<file path="config.mk">
export PLATFORM = sky130hd
export DESIGN_NAME = decode_match_stage
export DESIGN_NICKNAME = d
export VERILOG_FILES = /design/src/rtl/decode_pkg.sv /design/src/rtl/skid_buffer2.sv /design/src/rtl/decode_match_stage.sv
export SDC_FILE = /design/constraint.sdc
export NUM_CORES = 1
export LEC_CHECK = 0
export BUFFER_PORTS_ARGS = -buffer_cell sky130_fd_sc_hd__buf_2
export CELL_PAD_IN_SITES_DETAIL_PLACEMENT = 0
export CELL_PAD_IN_SITES_GLOBAL_PLACEMENT = 1
export CORE_MARGIN = 2
export CORE_UTILIZATION = 42
export CTS_BUF_LIST = sky130_fd_sc_hd__clkbuf_8 sky130_fd_sc_hd__clkbuf_16
export CTS_CLUSTER_SIZE = 24
export DETAILED_ROUTE_END_ITERATION = 7
export PLACE_DENSITY = 0.79
export REMOVE_ABC_BUFFERS = 1
export SLEW_MARGIN = 30
export SYNTH_ARGS = -nofsm -noshare
export SYNTH_HDL_FRONTEND = slang
export SYNTH_SLANG_ARGS = --single-unit
export TNS_END_PERCENT = 20
</file>
<file path="constraint.sdc">
create_clock -name Clock -period 2.2 [get_ports Clock]
set_clock_uncertainty 0.15 [all_clocks]
set_input_delay 0.44 -clock Clock [delete_from_list [all_inputs] [get_ports Clock]]
set_output_delay 0.44 -clock Clock [all_outputs]
set_load 0.02 [all_outputs]
</file>
<file path="src/rtl/decode_pkg.sv">
// decode_pkg: shared field width, skid buffer state encoding and the masked match function
package decode_pkg;
  localparam int FIELD_W = 9;
  typedef enum logic [1:0] {ST_EMPTY = 2'd0, ST_ONE = 2'd1, ST_TWO = 2'd2} buf_state_t;
  function automatic logic match_fn(input logic [FIELD_W-1:0] field, input logic [FIELD_W-1:0] bubbles, input logic [FIELD_W-1:0] care);
    return &((field ^ bubbles) | ~care);
  endfunction
endpackage

</file>
<file path="src/rtl/skid_buffer2.sv">
// skid_buffer2: 2-entry valid/ready buffer with registered ready/valid; main reg drives the output
module skid_buffer2
  import decode_pkg::*;
#(
  parameter int WIDTH = 10
) (
  input  logic             clk,
  input  logic             rst_n,
  input  logic             in_valid,
  output logic             in_ready,
  input  logic [WIDTH-1:0] in_data,
  output logic             out_valid,
  input  logic             out_ready,
  output logic [WIDTH-1:0] out_data
);
  buf_state_t state, state_nx;
  logic [WIDTH-1:0] skid;
  logic acc, dlv;
  assign acc = in_valid & in_ready;
  assign dlv = out_valid & out_ready;
  always_comb begin
    state_nx = state;
    state_nx = state == ST_EMPTY ? (acc ? ST_ONE : ST_EMPTY)
             : state == ST_ONE ? (acc && !dlv ? ST_TWO : (!acc && dlv ? ST_EMPTY : ST_ONE))
             : (dlv ? ST_ONE : ST_TWO);
  end
  always_ff @(posedge clk or negedge rst_n) begin
    if (!rst_n) begin
      state     <= ST_EMPTY;
      in_ready  <= 1'b1;
      out_valid <= 1'b0;
    end else begin
      state     <= state_nx;
      in_ready  <= state_nx != ST_TWO;
      out_valid <= state_nx != ST_EMPTY;
    end
  end
  // accept and deliver only coincide in ONE, where the new entry goes straight to main
  always_ff @(posedge clk or negedge rst_n) begin
    if (!rst_n) begin
      out_data <= '0;
      skid     <= '0;
    end else begin
      if (acc && (state == ST_EMPTY || dlv)) out_data <= in_data;
      else if (dlv && state == ST_TWO) out_data <= skid;
      if (acc && !dlv && state == ST_ONE) skid <= in_data;
    end
  end
endmodule

</file>
<file path="src/rtl/decode_match_stage.sv">
// decode_match_stage: registered masked opcode match over valid/ready with a saturating hit counter
module decode_match_stage
  import decode_pkg::*;
#(
  parameter logic [FIELD_W-1:0] BubblesMask = 9'h000,
  parameter logic [FIELD_W-1:0] CareMask    = 9'h1FF,
  parameter int                 CountWidth  = 16
) (
  input  logic                  Clock,
  input  logic                  Reset_n,
  input  logic                  In_Valid,
  output logic                  In_Ready,
  input  logic [FIELD_W-1:0]    In_Field,
  output logic                  Out_Valid,
  input  logic                  Out_Ready,
  output logic [FIELD_W-1:0]    Out_Field,
  output logic                  Out_Match,
  input  logic                  Clear_Count,
  output logic [CountWidth-1:0] Hit_Count
);
  logic [FIELD_W:0] in_data, out_data;
  assign in_data = {match_fn(In_Field, BubblesMask, CareMask), In_Field};
  assign {Out_Match, Out_Field} = out_data;
  skid_buffer2 #(.WIDTH(FIELD_W + 1)) u_buf (
    .clk(Clock),
    .rst_n(Reset_n),
    .in_valid(In_Valid),
    .in_ready(In_Ready),
    .in_data(in_data),
    .out_valid(Out_Valid),
    .out_ready(Out_Ready),
    .out_data(out_data)
  );
  always_ff @(posedge Clock or negedge Reset_n) begin
    if (!Reset_n) Hit_Count <= '0;
    else if (Clear_Count) Hit_Count <= '0;
    else if (Out_Valid && Out_Ready && Out_Match && !(&Hit_Count)) Hit_Count <= Hit_Count + 1'b1;
  end
endmodule

</file>
# After elaboration in Yosys (flattened, before gate mapping)
# Cells that the tools add are included.
# Widths: inputs -> output; s select.
dict set report word_totals {
  mem_count 0
  mem_bits_ro 0
  mem_bits_rw 0
  latchBits 0
  reg_bits 40
  in_bits 14
}
dict set report op_classes {
  n_mul 0
  shift 0
  order_cmp 0
  reduce_logical 18
  div 0
  n_mux 10
  eq_ne 3
  bitwise 2
  add_sub_neg 1
}
# operator count
set ops {}
lappend ops {{$mux 16} 2}
lappend ops {{$mux 10} 2}
lappend ops {{$add 16x1->16 const B} 1}
lappend ops {{$reduce_and 16->1} 1}
lappend ops {{$reduce_and 9->1} 1}
lappend ops {{$logic_and 1x1->1} 8}
lappend ops {{$mux 2} 4}
lappend ops {{$reduce_bool 2->1} 3}
lappend ops {{$logic_not 1->1} 3}
lappend ops {{$and 1x1->1} 2}
lappend ops {{$eq 2x1->1 const B} 1}
lappend ops {{$eq 2x2->1 const B} 1}
lappend ops {{$logic_not 2->1} 1}
lappend ops {{$mux 1} 2}
lappend ops {{$ne 2x2->1 const B} 1}
lappend ops {{$logic_or 1x1->1} 1}

# Longest topological paths before layout
# Gate-level depths: netlist of run 1.
dict set report depth {
  word_depth 8
  mapped_depth 7
}

# Modules after synthesis
# From an unflattened synthesis of run 1, not the netlist that was laid out.
dict set report unflattened {
  hier_cells 188
  area_unflattened_um2 2073.2
}
# mod instances area_each_um2 cells_each seq_area_each_um2
set modules_own_cells {}
lappend modules_own_cells {skid_buffer2 1 1068.5 82 601.8}
lappend modules_own_cells {decode_match_stage 1 1004.7 106 400.4}

# Worst setup path before layout of run 1
# OpenSTA, ideal clock, no wires.
dict set report synth_timing {
  path_kind {register to register}
  start {register Hit_Count[0]}
  end {register Hit_Count[14]}
  required_time_ns 1.925
  setup_time_ns 0.125
  path_slack_ns 0.256
  stages_incl_launch_ff 6
  arrival_time_ns 1.669
  path_buffers 0
  period_less_slack_ns 1.944
  path_cell_list {dfrtp_1 > ha_1 > and3_1 > and4_2 > nor4_1 > mux2_2}
}
dict set report synth_via {
  elab_chain_cells 4
  elab_cells_between_ends 7
  cone_classes {add/sub (1); mux (2); reduce/logical (4)}
}
# item line
set synth_lines {}
lappend synth_lines {{start: declaration} decode_match_stage.sv:19} ;# output logic [CountWidth-1:0] Hit_Count
lappend synth_lines {{start signal: assignment} decode_match_stage.sv:37} ;# else if (Out_Valid && Out_Ready && Out_Match && !(&Hit_Count)) Hit_Count <= Hit_Count + 1'b1;
lappend synth_lines {{parallel branches: the longest is 4 deep, another holds $add 16x1->16} --}
# Parallel ways; which one is timed is not known. The select of a mux whose other input is x is not followed.
# A chain may end at the register's enable or synchronous reset.

# Final worst setup path of run 1
# Same ends and word-level chain as after synthesis.

==> results of run 1 <==
## worst paths after layout
kind,startpoint,endpoint,slack (ps),cells past startpoint
worst max-delay path,Hit_Count[0],Hit_Count[14],250,5
worst max register to register,Hit_Count[0],Hit_Count[14],250,5
min in group Clock,In_Field[0],u_buf.out_data[0],230,3
worst min-delay path,Reset_n,Hit_Count[13],40,2
max in group asynchronous,Reset_n,u_buf.in_ready,1480,2
worst min register to register,u_buf.skid[9],u_buf.skid[9],340,2
## worst register-to-register path, delay by kind of cell, from the launching register on
family | cells | cell delay (ps)
and+or+nand+nor | 3 | 650
muxes | 1 | 360
adders and majority gates | 1 | 250
DFF | 1 | 420
## metal layers
metal | vias to the layer above | GRT usage [%]
met5 | - | 0
met4 | 0 | 4.24
met3 | 2 | 5.90
met2 | 46 | 26.6
met1 | 766 | 20.6
li1 | 783 | -
## power by group
part / switching, uW / internal (uW) / total [uW]
sequential: 123 / 959 / 1080
clock: 253 / 250 / 503
combinational: 439 / 336 / 775
total: 815 / 1550 / 2360
## cells in the mapped netlist, drive strengths merged
| cell | instances | area [sq um] |
|---|---|---|
| nand3 | 6 | 30.0 |
| o31a | 1 | 10.0 |
| dfrtp | 39 | 976 |
| nor2 | 8 | 30.0 |
| and4 | 6 | 63.8 |
| nor4 | 3 | 18.8 |
| nand2 | 25 | 93.8 |
| o21a | 1 | 7.51 |
| o311ai | 2 | 17.5 |
| or3 | 2 | 13.8 |
| clkbuf | 4 | 15.0 |
| o21ai | 14 | 70.1 |
| inv | 3 | 11.3 |
| or4 | 4 | 30.0 |
| and2 | 2 | 12.5 |
| ha | 2 | 25.0 |
| nor2b | 7 | 43.8 |
| nand4b | 1 | 8.76 |
| a21oi | 10 | 50.1 |
| or2 | 1 | 6.26 |
| o41ai | 2 | 17.5 |
| and3 | 4 | 26.3 |
| mux2 | 16 | 180 |
| nor4b | 1 | 15.0 |
| buf | 5 | 36.3 |
| mux2i | 10 | 100 |
| nand4 | 5 | 61.3 |
| nand3b | 1 | 7.51 |
| dfstp | 1 | 26.3 |
| o31ai | 4 | 30.0 |
## final cells by class
cell class / count / area, sq um / share of cell area, %
Inverter: 3 / 11.3 / 0.470
Clock inverter: 2 / 11.3 / 0.470
Multi-Input combinational cell: 138 / 970 / 40.5
Sequential cell: 40 / 1000 / 41.8
Timing Repair Buffer: 47 / 250 / 10.4
Tap cell: 54 / 67.6 / 2.82
Clock buffer: 6 / 82.6 / 3.45
## sequential cells by signal (all words and copies together) (netlist names)
name / cells
Hit_Count: 16
u_buf.skid: 10
u_buf.out_data: 10
u_buf.in_ready: 1
u_buf.out_valid: 1
u_buf.state: 2
## per-stage QoR
step / std cells / area (sq um)
2_1_floorplan: 181 / 1980
3_3_place_gp: 282 / 2300
3_5_place_dp: 282 / 2300
6_report: 290 / 2390
5_1_grt: 290 / 2390
4_1_cts: 290 / 2390
## kinds of logic (layout without fill, tap and decap cells)
logic type                 count (synthesis)  count (layout)  synth area share [%]
buffers and inverters                     12              58                  3.07
DFF                                       40              40                  49.3
muxes                                     26              26                  13.8
and+or+nand+nor                           76              76                  22.7
AOI/OAI and AO/OA                         34              34                  9.96
adders and majority gates                  2               2                  1.23
==> flow_summary.json, run 1 <==
{
  "grt_overflow": 0,
  "yosysWarnings": 0,
  "hpwl_um": 2900,
  "status": "finished, final reports clean",
  "drt-met1-wl_um": 1820,
  "synth-seq-cells": 40,
  "avgSynthCellArea_sq_um": 10.7,
  "final_net_count": 251,
  "dr.pass1.iters": 4,
  "cts.repair.resized": 0,
  "utilization_pct": 51.0,
  "crit_type": "reg -> reg",
  "initial_core_util_pct": 43.4,
  "drt_iter0_drc": 93,
  "rows": 25,
  "die_h_um": 73.6,
  "path_cells": "ha_1 > and3_1 > and4_2 > nor4_1 > mux2_2",
  "core-area_sq_mm": 0.00469,
  "slew_viol_final": 0,
  "avgViaCountPerCell": 5.51,
  "setup_tns_ps": 0,
  "drc": 0,
  "cts.path.max_buffers": 2,
  "port-buffer-count": 41,
  "seq_area_frac_synth_pct": 49.3,
  "hold_violations": 0,
  "path_delay_family": "simple AND/OR/NAND/NOR gates",
  "netlist_area_sq_mm": 0.00203,
  "whs_ps": 41.3,
  "tightestPinTransition_ps": 512,
  "final_common_cell": "buf_2",
  "cts_hold_buffers": 0,
  "clk_pin_slew_ps": 80,
  "period_share_pct": 88.7,
  "cp.required_ps": 2230,
  "cts-buffers-inserted": 5,
  "crit_path_start_kind": "flop",
  "min_period_ps": 1950,
  "maxUsedRoutingLayer": "met4",
  "relSlewSlack_pct": 65.9,
  "grt_pass1_vias": 1479,
  "path_buf_inv": 0,
  "routed_wl_um": 4080,
  "diodes": 0,
  "power_density_mw_per_mm2": 986,
  "postRouteAntennaNets": 0,
  "netlist_instances": 190,
  "via_count": 1597,
  "met3WireLength_um": 247,
  "fp.dieW_um": 73.6,
  "gp_congestion": 0.775,
  "worst_setup_path_end_kind": "flop",
  "wl_met2_um": 2000,
  "hp-class": "in -> async",
  "h-tree-depth": 2,
  "setup_viol": 0,
  "io_pins": 42,
  "p_leak_uw": 0.00119,
  "antenna_found_initial": 0,
  "place_ws_ps": 258,
  "cp_slowest_cell": "dfrtp_1",
  "crit_path_max_fanout": 6,
  "synth.distinct_cells": 36,
  "cap_viol_max_count": 0,
  "rsz0062_at_grt": "no",
  "grt_use_total_pct": 16.4,
  "finalPower_uw": 2360,
  "layout-drive-gt1-share_pct": 35.6,
  "grt_max_degree": 41,
  "final_cell_mix": "buf_2 (41), dfrtp_1 (39), nand2_1 (25), mux2_2 (16), o21ai_0 (14)",
  "clock-sinks": 40,
  "fin_ws_ps": 248,
  "dieArea_sq_mm": 0.00542,
  "max_freq_mhz": 512,
  "clk_latency_ps": 290,
  "cts_tree": "done",
  "fillers": 431,
  "ir_drop_uv": 535,
  "root_buffer": "clkbuf_8",
  "critPathMaxStageDelay_ps": 420,
  "wl_per_cell_um": 14.1,
  "areaGrowthSynthToFinish_pct": 17.7,
  "postCtsSetupBuffers": 0,
  "grt_pass1_wl_um": 6800,
  "cp.arrival_ps": 1980
}
Note: power is estimated with default switching activity, not from simulation.
==> run 2, diff against run 1 <==
--- a/config.mk
+++ b/config.mk
@@ -5,11 +5,12 @@
 export SDC_FILE = /design/constraint.sdc
 export NUM_CORES = 1
 export LEC_CHECK = 0
+export ABC_AREA = 1
 export BUFFER_PORTS_ARGS = -buffer_cell sky130_fd_sc_hd__buf_2
 export CELL_PAD_IN_SITES_DETAIL_PLACEMENT = 0
 export CELL_PAD_IN_SITES_GLOBAL_PLACEMENT = 1
 export CORE_MARGIN = 2
-export CORE_UTILIZATION = 42
+export CORE_UTILIZATION = 39
 export CTS_BUF_LIST = sky130_fd_sc_hd__clkbuf_8 sky130_fd_sc_hd__clkbuf_16
 export CTS_CLUSTER_SIZE = 24
 export DETAILED_ROUTE_END_ITERATION = 7
==> run 2 against run 1 <==
Against the previous run: sequential share of layout area fell by 2.5 points; register-to-register slack barely moved; critical path type unchanged; final cell count rose by 40%; highest routed layer unchanged; utilization fell by 1.8 points.
==> flow_summary.json, run 2 <==
{
  "hpwl_um": 3680,
  "path_delay_family": "simple AND/OR/NAND/NOR gates",
  "cts_tree": "done",
  "grt_pass1_wl_um": 8560,
  "crit_path_start_kind": "flop",
  "crit_path_max_fanout": 13,
  "ir_drop_uv": 576,
  "rows": 26,
  "synth_edf_count": 0,
  "stdcell_count": 406,
  "drt_iter0_drc": 77,
  "hp-class": "in -> reg",
  "avgSynthCellArea_sq_um": 7.35,
  "place_ws_ps": 266,
  "synthMostInstantiatedCell": "nand2_1",
  "hold_violations": 0,
  "netlist_area_sq_mm": 0.00212,
  "clk_latency_ps": 300,
  "min_period_ps": 1950,
  "drc": 0,
  "period_share_pct": 88.7,
  "antenna_found_initial": 0,
  "port-buffer-count": 41,
  "fp.dieW_um": 77.7,
  "cts-buffers-inserted": 5,
  "cp.arrival_ps": 2040,
  "seq_area_frac_synth_pct": 47.4,
  "largest_register_ffs": 16,
  "power_density_mw_per_mm2": 1050,
  "grt_pass1_vias": 1830,
  "regMostFlops": "Hit_Count",
  "worst_setup_path_end_kind": "flop",
  "diodes": 0,
  "dieArea_sq_mm": 0.00603,
  "dr.pass1.iters": 4,
  "yosys.area.top_type_share_pct": 46.1,
  "cts.path.max_buffers": 2,
  "netlist_instances": 288,
  "relSlewSlack_pct": 66.4,
  "final_common_cell": "nand2_1",
  "yosysWarnings": 0,
  "h-tree-depth": 2,
  "routed_wl_um": 5050,
  "die_h_um": 77.7,
  "final_net_count": 351,
  "cap_viol_max_count": 0,
  "io_pins": 42,
  "grt_max_degree": 22,
  "slew_viol_final": 0,
  "fin_ws_ps": 249,
  "p_leak_uw": 0.00136,
  "path_cells": "ha_1 > nand2_1 > nor2_2 > nand2_2 > nor2_2 > nor2_2 > buf_4 > nor2_4 > nand2_1 > nand2_1",
  "hold_path_startpoint": "In_Field[3]",
  "postRouteAntennaNets": 0,
  "via_count": 1941,
  "areaGrowthSynthToFinish_pct": 20.4,
  "critPathMaxStageDelay_ps": 420,
  "cp_slowest_cell": "dfrtp_1",
  "grt_overflow": 0,
  "tightestPinTransition_ps": 504,
  "max_freq_mhz": 513,
  "initial_core_util_pct": 40.9,
  "dp_cells": 397,
  "ys_top_cells_by_area": "dfrtp_1 (46%), nand2_1 (17%), inv_1 (5.3%), nand3_1 (5.0%), nor2_1 (4.8%)",
  "root_buffer": "clkbuf_8",
  "synth_common_cells": "nand2_1 (94), dfrtp_1 (39), inv_1 (30)",
  "grt_use_total_pct": 18.1,
  "layout-drive-gt1-share_pct": 20.5,
  "clock-sinks": 40,
  "synthFlopType": "dfrtp_1",
  "synth_area_leader_cell": "dfrtp_1",
  "gp_congestion": 0.813,
  "synth-seq-cells": 40,
  "startpoint": "Hit_Count[0]",
  "crit_type": "reg -> reg",
  "path_buf_inv": 1,
  "setup_viol": 0,
  "rsz0062_at_grt": "no",
  "core-area_sq_mm": 0.00517,
  "async_flop_share_pct": 100,
  "reg_top3": "Hit_Count (16), u_buf.out_data (10), u_buf.skid (10)",
  "reg2reg_slack_ps": 250,
  "wl_per_cell_um": 12.4,
  "status": "finished, final reports clean",
  "setup_tns_ps": 0,
  "cp.required_ps": 2290,
  "avgViaCountPerCell": 4.78,
  "clk_pin_slew_ps": 80,
  "synth.distinct_cells": 26,
  "reg2reg_from": "Hit_Count[0]",
  "final_cell_mix": "nand2_1 (94), buf_2 (41), dfrtp_1 (39), inv_1 (30), nor2_1 (27)"
}
## run 2: changes by cell type after synthesis, moves of 5 or more
cell / change
inv_2: +6
inv_1: +27
o21ai_1: +12
nand2_1: +69
nor2b_1: -7
nor2_1: +19
nand4_1: +5
mux2i_1: -9
nand3_1: +15
mux2_2: -16
## run 2: layout make-up
class                   instances  area, sq um
repair buffers                 48          273
well taps                      70         87.6
fillers                       538         2630
clock inverters                 3         42.5
clock buffers                   5         68.8
inverters                      36          135
flip-flops and latches         40         1000
multi-input cells             204          938
## run 2: kinds of logic after synthesis
logic type / share of synthesized area [%]
AOI/OAI and AO/OA: 8.81
and+or+nand+nor: 32.2
DFF: 47.4
xor gates and xnor gates: 1.66
buffers and inverters: 8.28
muxes: 0.473
adders and majority gates: 1.18
## run 2: worst reg2reg max path, cell delays in order, from the launching register on
cell and delay [ps]:
dfrtp_1 420, ha_1 230, nand2_1 90, nor2_2 130, nand2_2 100, nor2_2 120
nor2_2 40, buf_4 170, nor2_4 280, nand2_1 90, nand2_1 70
## run 2: through the flow
step | hold slack (ps) | power [uW] | util, % | cell area (sq um)
after floorplan | -5.59 | 1740 | - | 2080
after global placement | 294 | 2080 | 46.9 | 2430
after detailed placement | 297 | 2090 | 46.9 | 2430
after CTS | 235 | 2710 | 49.3 | 2550
after global routing | 244 | 2880 | 49.3 | 2550
final | 242 | 2660 | 49.3 | 2550
## run 2: what timing repair did
action | 4_1_cts | 5_1_grt
hold endpoints to repair | 19 | 0
setup buffers | 0 | 0
gates resized for setup | 0 | 0
setup endpoints to repair | 0 | 0
hold buffers | 1 | 0
## run 2: power breakdown
part | total, uW | switching [uW] | internal [uW]
Sequential | 1080 | 119 | 966
Clock | 610 | 274 | 336
Combinational | 971 | 636 | 334
## run 2: path summary, 6_finish.rpt
kind / end / cells after the start
min in group asynchronous: Hit_Count[14] / 2
worst min-delay path: u_buf.out_data[3] / 3
worst min register to register: u_buf.skid[8] / 2
max in group asynchronous: u_buf.in_ready / 3
worst max-delay path: Hit_Count[8] / 10
worst max register to register: Hit_Count[8] / 10
## run 2: per-layer routing
layer	GRT usage, %	up-vias	part of all wire, %
met5	0	-	0
met4	5.89	0	1.2
met3	3.95	5	4.4
met2	30.7	45	49
met1	23.0	883	46
li1	-	1008	-
